==> config.mk <==
export PLATFORM = sky130hd
export DESIGN_NAME = branch_cmp
export DESIGN_NICKNAME = d
export VERILOG_FILES = /design/src/rtl/branch_cmp.sv
export SDC_FILE = /design/constraint.sdc
export NUM_CORES = 1
export LEC_CHECK = 0
export ABC_AREA = 0
export BUFFER_PORTS_ARGS = -buffer_cell sky130_fd_sc_hd__buf_2
export CORE_MARGIN = 10
export CORE_UTILIZATION = 42
export DETAILED_ROUTE_END_ITERATION = 12
export GPL_ROUTABILITY_DRIVEN = 0
export HOLD_SLACK_MARGIN = 0.12
export PLACE_DENSITY = 0.81
export SLEW_MARGIN = 20
export SYNTH_ARGS = -nofsm -noshare
export SYNTH_HDL_FRONTEND = slang
export SYNTH_SLANG_ARGS = --single-unit
==> constraint.sdc <==
create_clock -name clk -period 2.6 [get_ports clk]
set_clock_uncertainty 0.2 [all_clocks]
set_input_delay 0.26 -clock clk [delete_from_list [all_inputs] [get_ports clk]]
set_output_delay 0.26 -clock clk [all_outputs]
set_load 0.03 [all_outputs]
==> src/rtl/branch_cmp.sv <==
// rtl/branch_cmp.sv - RISC-V branch-condition comparator with registered flag and toggle-triggered checker
//
// Ports:
//   clk, reset          rising-edge clock, asynchronous active-high reset
//   arg0, arg1          WIDTH-bit operands
//   op                  funct3 relation select (000 EQ, 001 NE, 100 LT, 101 GE, 110 LTU, 111 GEU)
//   true                combinational relation result
//   true_q              true registered once per clk
//   check               grading trigger, every level change requests one grading
//   exp_val             expected value of true
//   chk_op              0: pass when true == exp_val, 1: pass when true != exp_val
//   is_right            registered grading result
//   is_right_vld        one-cycle pulse marking a new is_right
module branch_cmp #(
    parameter int WIDTH = 32
) (
    input  logic             clk,
    input  logic             reset,
    input  logic [WIDTH-1:0] arg0,
    input  logic [WIDTH-1:0] arg1,
    input  logic [2:0]       op,
    output logic             true,
    output logic             true_q,
    input  logic             check,
    input  logic             exp_val,
    input  logic             chk_op,
    output logic             is_right,
    output logic             is_right_vld
);

    localparam logic [2:0] OP_EQ  = 3'b000;
    localparam logic [2:0] OP_NE  = 3'b001;
    localparam logic [2:0] OP_LT  = 3'b100;
    localparam logic [2:0] OP_GE  = 3'b101;
    localparam logic [2:0] OP_LTU = 3'b110;
    localparam logic [2:0] OP_GEU = 3'b111;

    logic eq;
    logic ltu;
    logic lts;
    logic check_d;
    logic armed;
    logic toggle;
    logic pass;

    assign eq  = (arg0 == arg1);
    assign ltu = (arg0 < arg1);
    // Differing sign bits decide the signed order outright; otherwise the
    // unsigned magnitude order is also the signed order.
    assign lts = (arg0[WIDTH-1] != arg1[WIDTH-1]) ? arg0[WIDTH-1] : ltu;

    always_comb begin
        true = 1'b0;
        case (op)
            OP_EQ:   true = eq;
            OP_NE:   true = !eq;
            OP_LT:   true = lts;
            OP_GE:   true = !lts;
            OP_LTU:  true = ltu;
            OP_GEU:  true = !ltu;
            default: true = 1'b0;
        endcase
    end

    // armed masks the first clock after reset so the level check held
    // during reset is only captured into check_d, never graded.
    assign toggle = armed && (check != check_d);
    assign pass   = chk_op ? (true != exp_val) : (true == exp_val);

    always_ff @(posedge clk or posedge reset) begin
        if (reset) begin
            true_q       <= 1'b0;
            check_d      <= 1'b0;
            armed        <= 1'b0;
            is_right     <= 1'b0;
            is_right_vld <= 1'b0;
        end else begin
            true_q       <= true;
            check_d      <= check;
            armed        <= 1'b1;
            is_right_vld <= toggle;
            if (toggle) begin
                is_right <= pass;
            end
        end
    end

endmodule

# Word level (Yosys, flattened, before mapping)

Cells that the tools add are included.

Mux-type cells: 3
Magnitude comparators: 1
Equality and inequality tests: 10
Reductions and logical operators: 5

Operator list:

| cell               | count |
|---|---|
| $eq 32x32->1       | 1 |
| $lt 32x32->1       | 1 |
| $eq 3x3->1 const B | 4 |
| $pmux 1 s6         | 1 |
| $eq 3x1->1 const B | 1 |
| $logic_not 1->1    | 3 |
| $logic_not 3->1    | 1 |
| $ne 1x1->1         | 3 |
| $mux 1             | 2 |
| $eq 1x1->1         | 1 |
| $logic_and 1x1->1  | 1 |

Register bits after elaboration: 5
Word-level logic and storage cells: 24

# Logic depth before layout (Yosys ltp)

Gate-level depths: netlist of run 1.

Word-level depth: 6
Mapped depth: 9

# Least setup slack after synthesis of run 1

Ideal clock, no wire load.

Path type: input port to flip-flop
Start: input port arg1[23]
End: register is_right
Library setup time: 69 ps
Stages on the path: 8
Slack: 213 ps
Buffers on the path: 0
Arrival: 2,118 ps
Data required time: 2,331 ps
Cell sequence: inv_1 > ha_1 > nand4_2 > or4_4 > a31oi_2 > o211ai_2 > or4_1 > nand3_1

Longest elaborated chain between the ends: 6
Elaborated cells on any way between the ends: 10
Those cells by class: order compare: 1; eq/ne: 3; mux: 3; reduce/logical: 3

RTL lines:

| what                                     | RTL line | source |
|---|---|---|
| from (decl)                              | 20       | `input logic [WIDTH-1:0] arg1,` |
| $lt 32x32->1                             | 47       | `assign ltu = (arg0 < arg1);` |
| $mux 1                                   | 50       | `assign lts = (arg0[WIDTH-1] != arg1[WIDTH-1]) ? arg0[WIDTH-1] : ltu;` |
| $logic_not 1->1                          | 58       | `OP_GE: true = !lts;` |
| $pmux 1 s6 (*)                           | 54       | `case (op)` |
| $eq 1x1->1 or $ne 1x1->1 (tied branches) | 68       | `assign pass = chk_op ? (true != exp_val) : (true == exp_val);` |
| $mux 1 (*)                               | 68       |  |
| to (signal assigned)                     | 83       | `is_right <= pass;` |
| to (decl)                                | 27       | `output logic is_right,` |

Mark *: on every way between the ends. The rest lies on a longest branch, timed or not.
A chain may end at the register's enable or synchronous reset.

# Final worst setup path of run 1

Start: input port arg0[1]
End: output port true

Longest elaborated chain between the ends: 4
Elaborated cells on any way between the ends: 7
Those cells by class: order compare: 1; eq/ne: 1; mux: 2; reduce/logical: 3

RTL lines:

| what            | RTL line | source |
|---|---|---|
| from (decl)     | 19       | `input logic [WIDTH-1:0] arg0,` |
| $lt 32x32->1    | 47       |  |
| $mux 1          | 50       |  |
| $logic_not 1->1 | 58       |  |
| $pmux 1 s6 (*)  | 54       |  |
| to (decl)       | 22       | `output logic true,` |

Marks and branches as above.

==> out/results.txt, run 1 <==
Status = finished clean
Psw = 161.2 uW
Routed WL per cell = 12.54 um
Worst-case reg-to-reg path depth = 6
Proportion of layout cells with a drive suffix above 1 = 42.49%
Clock group share of total power = 20.4%
Final period demand of the worst path = 2.525 ns
Signed area change from the synthesized netlist to the final layout = 52.07%
Multiplexer area fraction after synthesis = 0%
Root buffer cell = sky130_fd_sc_hd__clkbuf_4
Fill cell count = 214
TritonCTS buffer count = 3
Clock tree from TritonCTS = built
Detailed-placement wirelength estimate = 2959 um
Via count normalized by instance count = 4.973
Static leakage power = 0.001017 uW
Count of flip-flops with a built-in enable after synthesis = 0
Number of antenna violations at the first check in global routing = 0
Sequential fraction of the synthesis area = 11.17%
WS Path Type = primary input to output pin
Total gr overflow = 0
Number of nets still failing antenna checks after routing = 0
Final core occ = 68.12%
P per Cell Area = 256.3 nW/um^2
Synthesized instance count = 144
Net count after synthesis = 248
Core box area = 2500 sq um
Most used flip-flop cell after synthesis = sky130_fd_sc_hd__dfrtp_1
Wire length of the first global-routing pass = 5361 um
Final period utilization = 97.12%
Number of primary I/O pins = 76
Proportion of power drawn by combinational gates = 58.9%
Buffer levels on the longest clock path = 2
Diodes inserted = 0
Total power = 436.4 uW
Iteration-0 DRC Markers = 23
Largest cells by area after synthesis = sky130_fd_sc_hd__ha_1 36%, sky130_fd_sc_hd__inv_1 12%, sky130_fd_sc_hd__dfrtp_1 11%
Total of warnings raised by yosys = 0
Via count of the first global-routing pass = 1,297
Top cell type's share of synthesized area = 35.75%
Number of iterations in the first detailed-routing pass = 4
Async set-reset flop share out of synthesis = 100.0%
Drc violations = 0
Adder-cell share of the synthesized area = 35.75%
Area share of and/or/nand/nor cells after synthesis = 18.88%
Type of the most critical hold path = primary input to async pin
Final wirelength = 3299 um
Starting utilization of the core area = 44.79%
Most frequently used cell type in the post-synthesis netlist = sky130_fd_sc_hd__inv_1
Post-synthesis cell area = 1120 sq um
Final layout net count = 338
Dominant combinational cell family by area after synthesis = adder cells
Synth cell types = 32
Number of sinks on the clock net = 5
Synth Area in XOR/XNOR = 2.346%
Longest individual stage delay on the worst path = 0.45 ns
Critical path data required time = 2.14 ns
Worst Path Max Fanout = 3
Area of all sequential standard cells = 125.1 sq um
Floorplan die height = 71.64 um
Setup Viol. Count Final = 0
Proportion of total power due to net switching = 36.95%
Post-route setup slack = 0.07492 ns
Clk pin slew, worst setup/hold paths = 0.04 ns
Arr. time, crit path = 2.07 ns
Final number of max-transition violations = 0
Mean cell area of the mapped netlist = 7.777 sq um
Setup crit start kind = primary input
H-tree lvl count = 1
Largest net degree at the start of global routing = 6
Via count = 1,308
Share of the synthesized area in compound gates (AO/OA/AOI/OAI) = 19.44%
Die Area = 5132 sq um
Commonest cells post-synth = 36 x sky130_fd_sc_hd__inv_1, 32 x sky130_fd_sc_hd__ha_1, 12 x sky130_fd_sc_hd__a21oi_1
Setup_tns = 0 ns
Register bit total from synthesis = 5
Clock latency on the worst-skew pair = 0.24 ns
Combined area of the multi-input logic cells = 910.9 sq um
CP max-delay cell = sky130_fd_sc_hd__a2111o_1
Setup repair after global routing missed its margin = no
Internal power = 275.2 uW
Input/output buffers = 75
Peak supply drop = 0.0004638 V
Overall track demand over capacity in global routing = 11.92%
Hold Fails Final Rpt = 0
Total number of placement rows = 18
Overall die width = 71.64 um
Count of max-cap constraint violations = 0
Element type at the critical path end = output pin
FMAX = 396.0 MHz
Largest area contributor in the synthesized netlist = sky130_fd_sc_hd__ha_1
Post-placement worst setup slack = -0.06482 ns
Relative contribution of sequential cells to total power = 20.8%
CP Cell Sequence = buf_2 -> ha_4 -> nor2b_4 -> o211ai_1 -> a2111o_1 -> a311o_1 -> o211ai_2 -> a21o_2 -> buf_6
## timing repair
item / CTS / global route
hold endpoints to repair: 6 / 0
pin swaps: 1 / 10
endpoints found under the setup margin: 1 / 1
buffers inserted: 1 / 1
gates cloned: 0 / 0
hold buffers: 2 / 0
resized for setup: 3 / 7
## power groups by stage
stage	clock network, uW	registers [uW]	logic [uW]
5_1_grt	105	91.8	289
2_1_floorplan	0	108	120
6_report	88.8	90.7	257
3_3_place_gp	0	91.4	232
4_1_cts	92.0	90.8	245
3_5_place_dp	0	92.0	237
## registers in the layout, indices dropped and copies added, names as in the netlist
register / count
is_right: 1
armed: 1
true_q: 1
check_d: 1
is_right_vld: 1
## area by class of cell
type	instances	share of cell area, %
well taps	30	2.204
inverters	36	7.935
clock buffers	4	1.543
multi-input cells	103	53.49
repair buffers	85	27.48
flip-flops and latches	5	7.348
## cell families (layout without fill, tap and decap cells)
family / count (synthesis) / after routing
flip-flops: 5 / 5
other: 1 / 1
AO/OA/AOI/OAI: 31 / 31
AND/OR/NAND/NOR: 36 / 36
buffers and inverters: 36 / 125
adder cells (fa/ha/maj): 32 / 32
XOR/XNOR: 3 / 3
## critical path, delay by kind of cell
| family | cells | cell delay, ns |
|---|---|---|
| AO/OA/AOI/OAI | 5 | 1.19 |
| adder cells (fa/ha/maj) | 1 | 0.26 |
| buffers and inverters | 2 | 0.24 |
| AND/OR/NAND/NOR | 1 | 0.12 |
## metal layers
metal	global-route usage, %	wire (um)	vias to the layer above
li1	-	-	690
met1	14.23	1442	555
met2	19.12	1452	61
met3	5.647	390	2
met4	2.151	14	0
met5	0	0	-
## stage by stage
step | area, sq um | hold slack, ns | instances
after floorplan | 1120 | -0.1615 | 144
after global placement | 1578 | -0.04161 | 255
after detailed placement | 1578 | -0.04074 | 255
after CTS | 1653 | 0.2467 | 262
after global routing | 1703 | 0.2935 | 263
final | 1703 | 0.2649 | 263
## path summary, 6_finish.rpt
kind                                      start                     end  slack, ns
max in group asynchronous                 reset       check_d$_DFF_PP0_       1.77
max reg2reg                   check_d$_DFF_PP0_    is_right$_DFFE_PP0P_       1.11
min reg2reg                is_right$_DFFE_PP0P_    is_right$_DFFE_PP0P_       0.27
max                                     arg0[1]                    true       0.07
min in group clk           is_right$_DFFE_PP0P_    is_right$_DFFE_PP0P_       0.27
min                                       reset  is_right_vld$_DFF_PP0_       0.26
## cell usage in the layout (no fill, tap or decap), types with 3 or more instances in the layout
cell type,Yosys,layout
sky130_fd_sc_hd__nand3_1,4,4
sky130_fd_sc_hd__clkbuf_4,0,3
sky130_fd_sc_hd__buf_4,0,8
sky130_fd_sc_hd__ha_1,32,29
sky130_fd_sc_hd__nand2_1,8,8
sky130_fd_sc_hd__and3_1,3,3
sky130_fd_sc_hd__ha_4,0,3
sky130_fd_sc_hd__inv_1,36,35
sky130_fd_sc_hd__xor2_1,3,3
sky130_fd_sc_hd__a21oi_1,12,12
sky130_fd_sc_hd__o21ai_1,3,3
sky130_fd_sc_hd__nand4_1,6,6
sky130_fd_sc_hd__dfrtp_1,5,5
sky130_fd_sc_hd__buf_2,0,73
(Power assumes the default switching activity.)
==> run 2, diff against run 1 <==
- CTS_BUF_LIST: unset -> sky130_fd_sc_hd__clkbuf_8
==> out/results.txt, run 2 (synthesis gave the netlist of run 1 again) <==
Status = finished clean (unchanged)
Combined area of the multi-input logic cells = 910.9 sq um (unchanged)
Final core occ = 68.87% (was 68.12%)
Detailed-placement wirelength estimate = 2959 um (unchanged)
Launch instance of the worst register-to-register path = check_d$_DFF_PP0_ (unchanged)
Floorplan die height = 71.64 um (unchanged)
Final layout net count = 338 (unchanged)
P per Cell Area = 284.2 nW/um^2 (was 256.3 nW/um^2)
Input/output buffers = 75 (unchanged)
Total power = 489.3 uW (was 436.4 uW)
Clock latency on the worst-skew pair = 0.23 ns (was 0.24 ns)
Total number of placement rows = 18 (unchanged)
Most frequent standard cell in the layout excluding fill and tap cells = sky130_fd_sc_hd__buf_2 (unchanged)
Reg-to-reg slack, setup = 1.11 ns (about the same)
Via count of the first global-routing pass = 1,266 (was 1,297)
Routed WL per cell = 12.49 um (was 12.54 um)
Final design instance area without fill = 1722 sq um (was 1703 sq um)
Clk pin slew, worst setup/hold paths = 0.04 ns (about the same)
Proportion of layout cells with a drive suffix above 1 = 42.49% (unchanged)
Final period utilization = 97.06% (was 97.12%)
Diodes inserted = 0 (unchanged)
Origin of the worst min-delay path = is_right$_DFFE_PP0P_
Final period demand of the worst path = 2.524 ns (was 2.525 ns)
Hold path depth = 2
Number of sinks on the clock net = 5 (unchanged)
Final number of max-transition violations = 0 (unchanged)
Number of primary I/O pins = 76 (unchanged)
Signed area change from the synthesized netlist to the final layout = 53.74% (was 52.07%)
RR Endpoint = is_right$_DFFE_PP0P_ (unchanged)
Buffer levels on the longest clock path = 2 (unchanged)
Number of nets still failing antenna checks after routing = 0 (unchanged)
Setup repair after global routing missed its margin = no (unchanged)
Overall die width = 71.64 um (unchanged)
Worst slack on hold paths = 0.2696 ns (was 0.2649 ns)
Worst Path Max Fanout = 3 (unchanged)
Clock tree from TritonCTS = built (unchanged)
Number of iterations in the first detailed-routing pass = 4 (unchanged)
Destination of the worst hold path = is_right$_DFFE_PP0P_
Starting utilization of the core area = 44.79% (unchanged)
FMAX = 396.3 MHz (was 396.0 MHz)
Critical path data required time = 2.14 ns (about the same)
Iteration-0 DRC Markers = 19 (was 23)
Final wirelength = 3284 um (was 3299 um)
Largest net degree at the start of global routing = 6 (unchanged)
Wire length of the first global-routing pass = 5313 um (was 5361 um)
Worst-case reg-to-reg path depth = 6 (unchanged)
Type of the most critical hold path = flop to flop (was primary input to async pin)
Static leakage power = 0.001028 uW (was 0.001017 uW)
Overall track demand over capacity in global routing = 12.28% (was 11.92%)
Via count = 1,304 (was 1,308)
Number of antenna violations at the first check in global routing = 0 (unchanged)
H-tree lvl count = 1 (unchanged)
TritonCTS buffer count = 3 (unchanged)
Fill cell count = 216 (was 214)
Area of all sequential standard cells = 125.1 sq um (unchanged)
Arr. time, crit path = 2.06 ns (was 2.07 ns)
Via count normalized by instance count = 4.958 (was 4.973)
Post-place instance area = 1578 sq um (unchanged)
Setup Viol. Count Final = 0 (unchanged)
Most frequent cells in the layout = 73 x sky130_fd_sc_hd__buf_2, 36 x sky130_fd_sc_hd__inv_1, 29 x sky130_fd_sc_hd__ha_1 (was 73 x sky130_fd_sc_hd__buf_2, 35 x sky130_fd_sc_hd__inv_1, 29 x sky130_fd_sc_hd__ha_1)
Die Area = 5132 sq um (unchanged)
Hold Fails Final Rpt = 0 (unchanged)
Core box area = 2500 sq um (unchanged)
Setup crit start kind = primary input (unchanged)
Total gr overflow = 0 (unchanged)
Drc violations = 0 (unchanged)
Peak supply drop = 0.0004248 V (was 0.0004638 V)
Element type at the critical path end = output pin (unchanged)
Count of max-cap constraint violations = 0 (unchanged)
WS Path Type = primary input to output pin (unchanged)
Root buffer cell = sky130_fd_sc_hd__clkbuf_8 (was sky130_fd_sc_hd__clkbuf_4)
-- run 2: critical path, stage by stage --
cell,delay [ns]
sky130_fd_sc_hd__buf_2,0.11
sky130_fd_sc_hd__ha_4,0.26
sky130_fd_sc_hd__nor2b_4,0.12
sky130_fd_sc_hd__o211ai_1,0.09
sky130_fd_sc_hd__a2111o_1,0.45
sky130_fd_sc_hd__a311o_1,0.38
sky130_fd_sc_hd__o211ai_2,0.09
sky130_fd_sc_hd__a21o_2,0.18
sky130_fd_sc_hd__buf_6,0.13
-- run 2: metrics by stage --
stage          setup WS [ns]  setup TNS (ns)  instances
4_1_cts              0.01075               0        262
5_1_grt             0.002205               0        263
3_5_place_dp        -0.06482         -0.1054        255
2_1_floorplan         0.2126               0        144
3_3_place_gp        -0.03247        -0.03247        255
6_report             0.07641               0        263
-- run 2: worst max path at each step --
stage	to	start	slack [ns]
6_report	true	arg0[1]	0.08
5_1_grt	true	arg0[1]	0.002
4_1_cts	true	arg1[22]	0.01
3_5_place_dp	true	arg0[31]	-0.06
3_3_place_gp	true	arg0[31]	-0.03
2_1_floorplan	is_right$_DFFE_PP0P_	arg1[23]	0.21
-- run 2: final cells by class --
type	instances	share of cell area, %
repair buffers	85	27.18
clock buffers	3	2.398
clock inverters	1	0.2180
flip-flops and latches	5	7.267
inverters	36	7.849
multi-input cells	103	52.91
well taps	30	2.180
-- run 2: layer usage --
metal / vias to the layer above / share of wire [%] / global-route usage [%]
met1: 553 / 44 / 14.38
met2: 58 / 43 / 18.53
li1: 689 / - / -
met5: - / 0 / 0
met4: 0 / 1.9 / 5.806
met3: 4 / 11 / 5.647
-- run 2: power breakdown --
group	internal, uW	switching [uW]
sequential	87.5	3.28
combinational	129	126
clock	101	41.4
-- run 2: what timing repair did --
item,4_1_cts,5_1_grt
pin swaps,1,10
hold endpoints to repair,6,0
endpoints found under the setup margin,1,1
hold buffers,2,0
gates resized for setup,3,7
gates cloned,0,0
buffers inserted,1,1
==> run 3, diff against run 2 <==
- CELL_PAD_IN_SITES_DETAIL_PLACEMENT: unset -> 1
- CELL_PAD_IN_SITES_GLOBAL_PLACEMENT: unset -> 1
- CORE_UTILIZATION: 42 -> 29
- PLACE_DENSITY: 0.81 -> unset
- PLACE_DENSITY_LB_ADDON: unset -> 0.1
==> out/results.txt, run 3 (synthesis gave the netlist of run 1 again) <==
Status = finished clean (unchanged)
Type of the most critical hold path = flop to flop (unchanged)
Final layout net count = 347 (was 338)
FMAX = 391.9 MHz (was 396.3 MHz)
Setup Viol. Count Final = 0 (unchanged)
Final period demand of the worst path = 2.551 ns (was 2.524 ns)
Clock tree from TritonCTS = built (unchanged)
Relative contribution of sequential cells to total power = 16.8% (was 18.6%)
Number of iterations in the first detailed-routing pass = 4 (unchanged)
Worst slack on hold paths = 0.2761 ns (was 0.2696 ns)
Arr. time, crit path = 2.09 ns (was 2.06 ns)
Worst path buffer plus inverter count = 3 (was 2)
Final number of max-transition violations = 0 (unchanged)
Clock group share of total power = 26.0% (was 29.2%)
Family with the most delay on the worst path = simple AND/OR/NAND/NOR gates (was compound AO/OA/AOI/OAI gates)
Starting utilization of the core area = 30.36% (was 44.79%)
Via count = 1,411 (was 1,304)
Number of primary I/O pins = 76 (unchanged)
CP max-delay cell = sky130_fd_sc_hd__or4_4 (was sky130_fd_sc_hd__a2111o_1)
WS Path Type = primary input to output pin (unchanged)
Longest individual stage delay on the worst path = 0.56 ns (was 0.45 ns)
Hold Fails Final Rpt = 0 (unchanged)
Total gr overflow = 0 (unchanged)
Peak supply drop = 0.0002199 V (was 0.0004248 V)
Routed WL per cell = 15.29 um (was 12.49 um)
Proportion of power drawn by combinational gates = 57.3% (was 52.2%)
Internal power = 344.1 uW (was 318.4 uW)
Setup_tns = 0 ns (unchanged)
Most frequent standard cell in the layout excluding fill and tap cells = sky130_fd_sc_hd__buf_2 (unchanged)
Via count normalized by instance count = 4.866 (was 4.958)
Final wirelength = 4435 um (was 3284 um)
CP Cell Sequence = buf_2 -> inv_1 -> ha_1 -> nand4_4 -> or4_4 -> a311o_1 -> o211ai_2 -> a21o_2 -> buf_6 (was buf_2 -> ha_4 -> nor2b_4 -> o211ai_1 -> a2111o_1 -> a311o_1 -> o211ai_2 -> a21o_2 -> buf_6)
Number of nets still failing antenna checks after routing = 0 (unchanged)
Wire length of the first global-routing pass = 6568 um (was 5313 um)
Most frequent cells in the layout = 74 x sky130_fd_sc_hd__buf_2, 34 x sky130_fd_sc_hd__inv_1, 21 x sky130_fd_sc_hd__ha_1 (was 73 x sky130_fd_sc_hd__buf_2, 36 x sky130_fd_sc_hd__inv_1, 29 x sky130_fd_sc_hd__ha_1)
Critical path data required time = 2.14 ns (about the same)
Reg-to-reg slack, setup = 1.02 ns (was 1.11 ns)
Number of antenna violations at the first check in global routing = 0 (unchanged)
Element type at the critical path end = output pin (unchanged)
Final period utilization = 98.13% (was 97.06%)
Die Area = 6747 sq um (was 5132 sq um)
Final design instance area without fill = 1949 sq um (was 1722 sq um)
Overall die width = 82.14 um (was 71.64 um)
Number of sinks on the clock net = 5 (unchanged)
Static leakage power = 0.001085 uW (was 0.001028 uW)
Setup crit start kind = primary input (unchanged)
Worst Path Max Fanout = 3 (unchanged)
Count of max-cap constraint violations = 0 (unchanged)
Largest net degree at the start of global routing = 6 (unchanged)
H-tree lvl count = 1 (unchanged)
P per Cell Area = 278.8 nW/um^2 (was 284.2 nW/um^2)
Overall track demand over capacity in global routing = 11.91% (was 12.28%)
Total number of placement rows = 22 (was 18)
Diodes inserted = 0 (unchanged)
TritonCTS buffer count = 3 (unchanged)
Buffer levels on the longest clock path = 2 (unchanged)
Proportion of total power due to net switching = 36.68% (was 34.94%)
Proportion of layout cells with a drive suffix above 1 = 49.17% (was 42.49%)
Clock latency on the worst-skew pair = 0.22 ns (was 0.23 ns)
Signed area change from the synthesized netlist to the final layout = 74.08% (was 53.74%)
Root buffer cell = sky130_fd_sc_hd__clkbuf_8 (unchanged)
Detailed-placement wirelength estimate = 3642 um (was 2959 um)
Psw = 199.4 uW (was 171.0 uW)
Clk pin slew, worst setup/hold paths = 0.03 ns (was 0.04 ns)
Iteration-0 DRC Markers = 5 (was 19)
Floorplan die height = 82.14 um (was 71.64 um)
Core box area = 3689 sq um (was 2500 sq um)
Post-place instance area = 1638 sq um (was 1578 sq um)
Via count of the first global-routing pass = 1,626 (was 1,266)
Input/output buffers = 75 (unchanged)
Drc violations = 0 (unchanged)
-- run 3: cell count changes in the layout (fill, tap and decap cells not counted), sizes merged --
cell / before / now
buf: 83 / 92
-- run 3: cell type report --
cell class              instances  area, sq um
multi-input cells             103         1055
repair buffers                 94        529.3
inverters                      36        135.1
flip-flops and latches          5        125.1
clock inverters                 1        3.754
well taps                      48        60.06
fillers                       472         1739
clock buffers                   3        41.29
-- run 3: repair_timing --
action | in CTS | in global routing
setup buffers | 4 | 3
endpoints found under the hold margin | 6 | 0
resized for setup | 5 | 20
endpoints found under the setup margin | 1 | 2
hold buffers | 2 | 0
pin swaps | 5 | 15
-- run 3: path summary, 6_finish.rpt --
path | from | to | cells past startpoint
hold reg to reg | is_right$_DFFE_PP0P_ | is_right$_DFFE_PP0P_ | 2
min in group asynchronous | reset | check_d$_DFF_PP0_ | 3
setup / recovery | arg1[21] | true | 9
hold / removal | is_right$_DFFE_PP0P_ | is_right$_DFFE_PP0P_ | 2
max in group asynchronous | reset | is_right$_DFFE_PP0P_ | 3
setup reg to reg | check_d$_DFF_PP0_ | is_right$_DFFE_PP0P_ | 6
-- run 3: power by group through the flow --
| stage | Clock, uW | Sequential, uW | Combinational [uW] |
|---|---|---|---|
| after floorplan | 0 | 108 | 120 |
| after global placement | 0 | 91.6 | 239 |
| after detailed placement | 0 | 92.1 | 254 |
| after CTS | 144 | 91.2 | 270 |
| after global routing | 150 | 93.3 | 349 |
| final | 141 | 91.1 | 311 |
-- run 3: per-stage QoR --
stage          util [%]  setup WS [ns]  total power (uW)  cells
4_1_cts           47.83       0.006733             505.2    288
6_report          52.85        0.04865             543.5    290
3_3_place_gp      44.40       -0.08615             330.8    278
3_5_place_dp      44.40        -0.1849             346.5    278
5_1_grt           52.85       -0.03811             592.9    290
2_1_floorplan         -         0.2126             227.6    144
-- run 3: tightest hold or removal path, stage by stage, from the launching register on --
cell                      delay [ns]
sky130_fd_sc_hd__dfrtp_1        0.33
sky130_fd_sc_hd__nand2_1        0.05
sky130_fd_sc_hd__nand3_1        0.05
-- run 3: per-layer routing --
| layer | up-vias | wire length, um | global-route usage [%] |
|---|---|---|---|
| li1 | 709 | - | - |
| met1 | 656 | 1645 | 12.01 |
| met2 | 44 | 2438 | 23.35 |
| met3 | 2 | 327 | 3.348 |
| met4 | 0 | 23 | 2.891 |
| met5 | - | 0 | 0 |
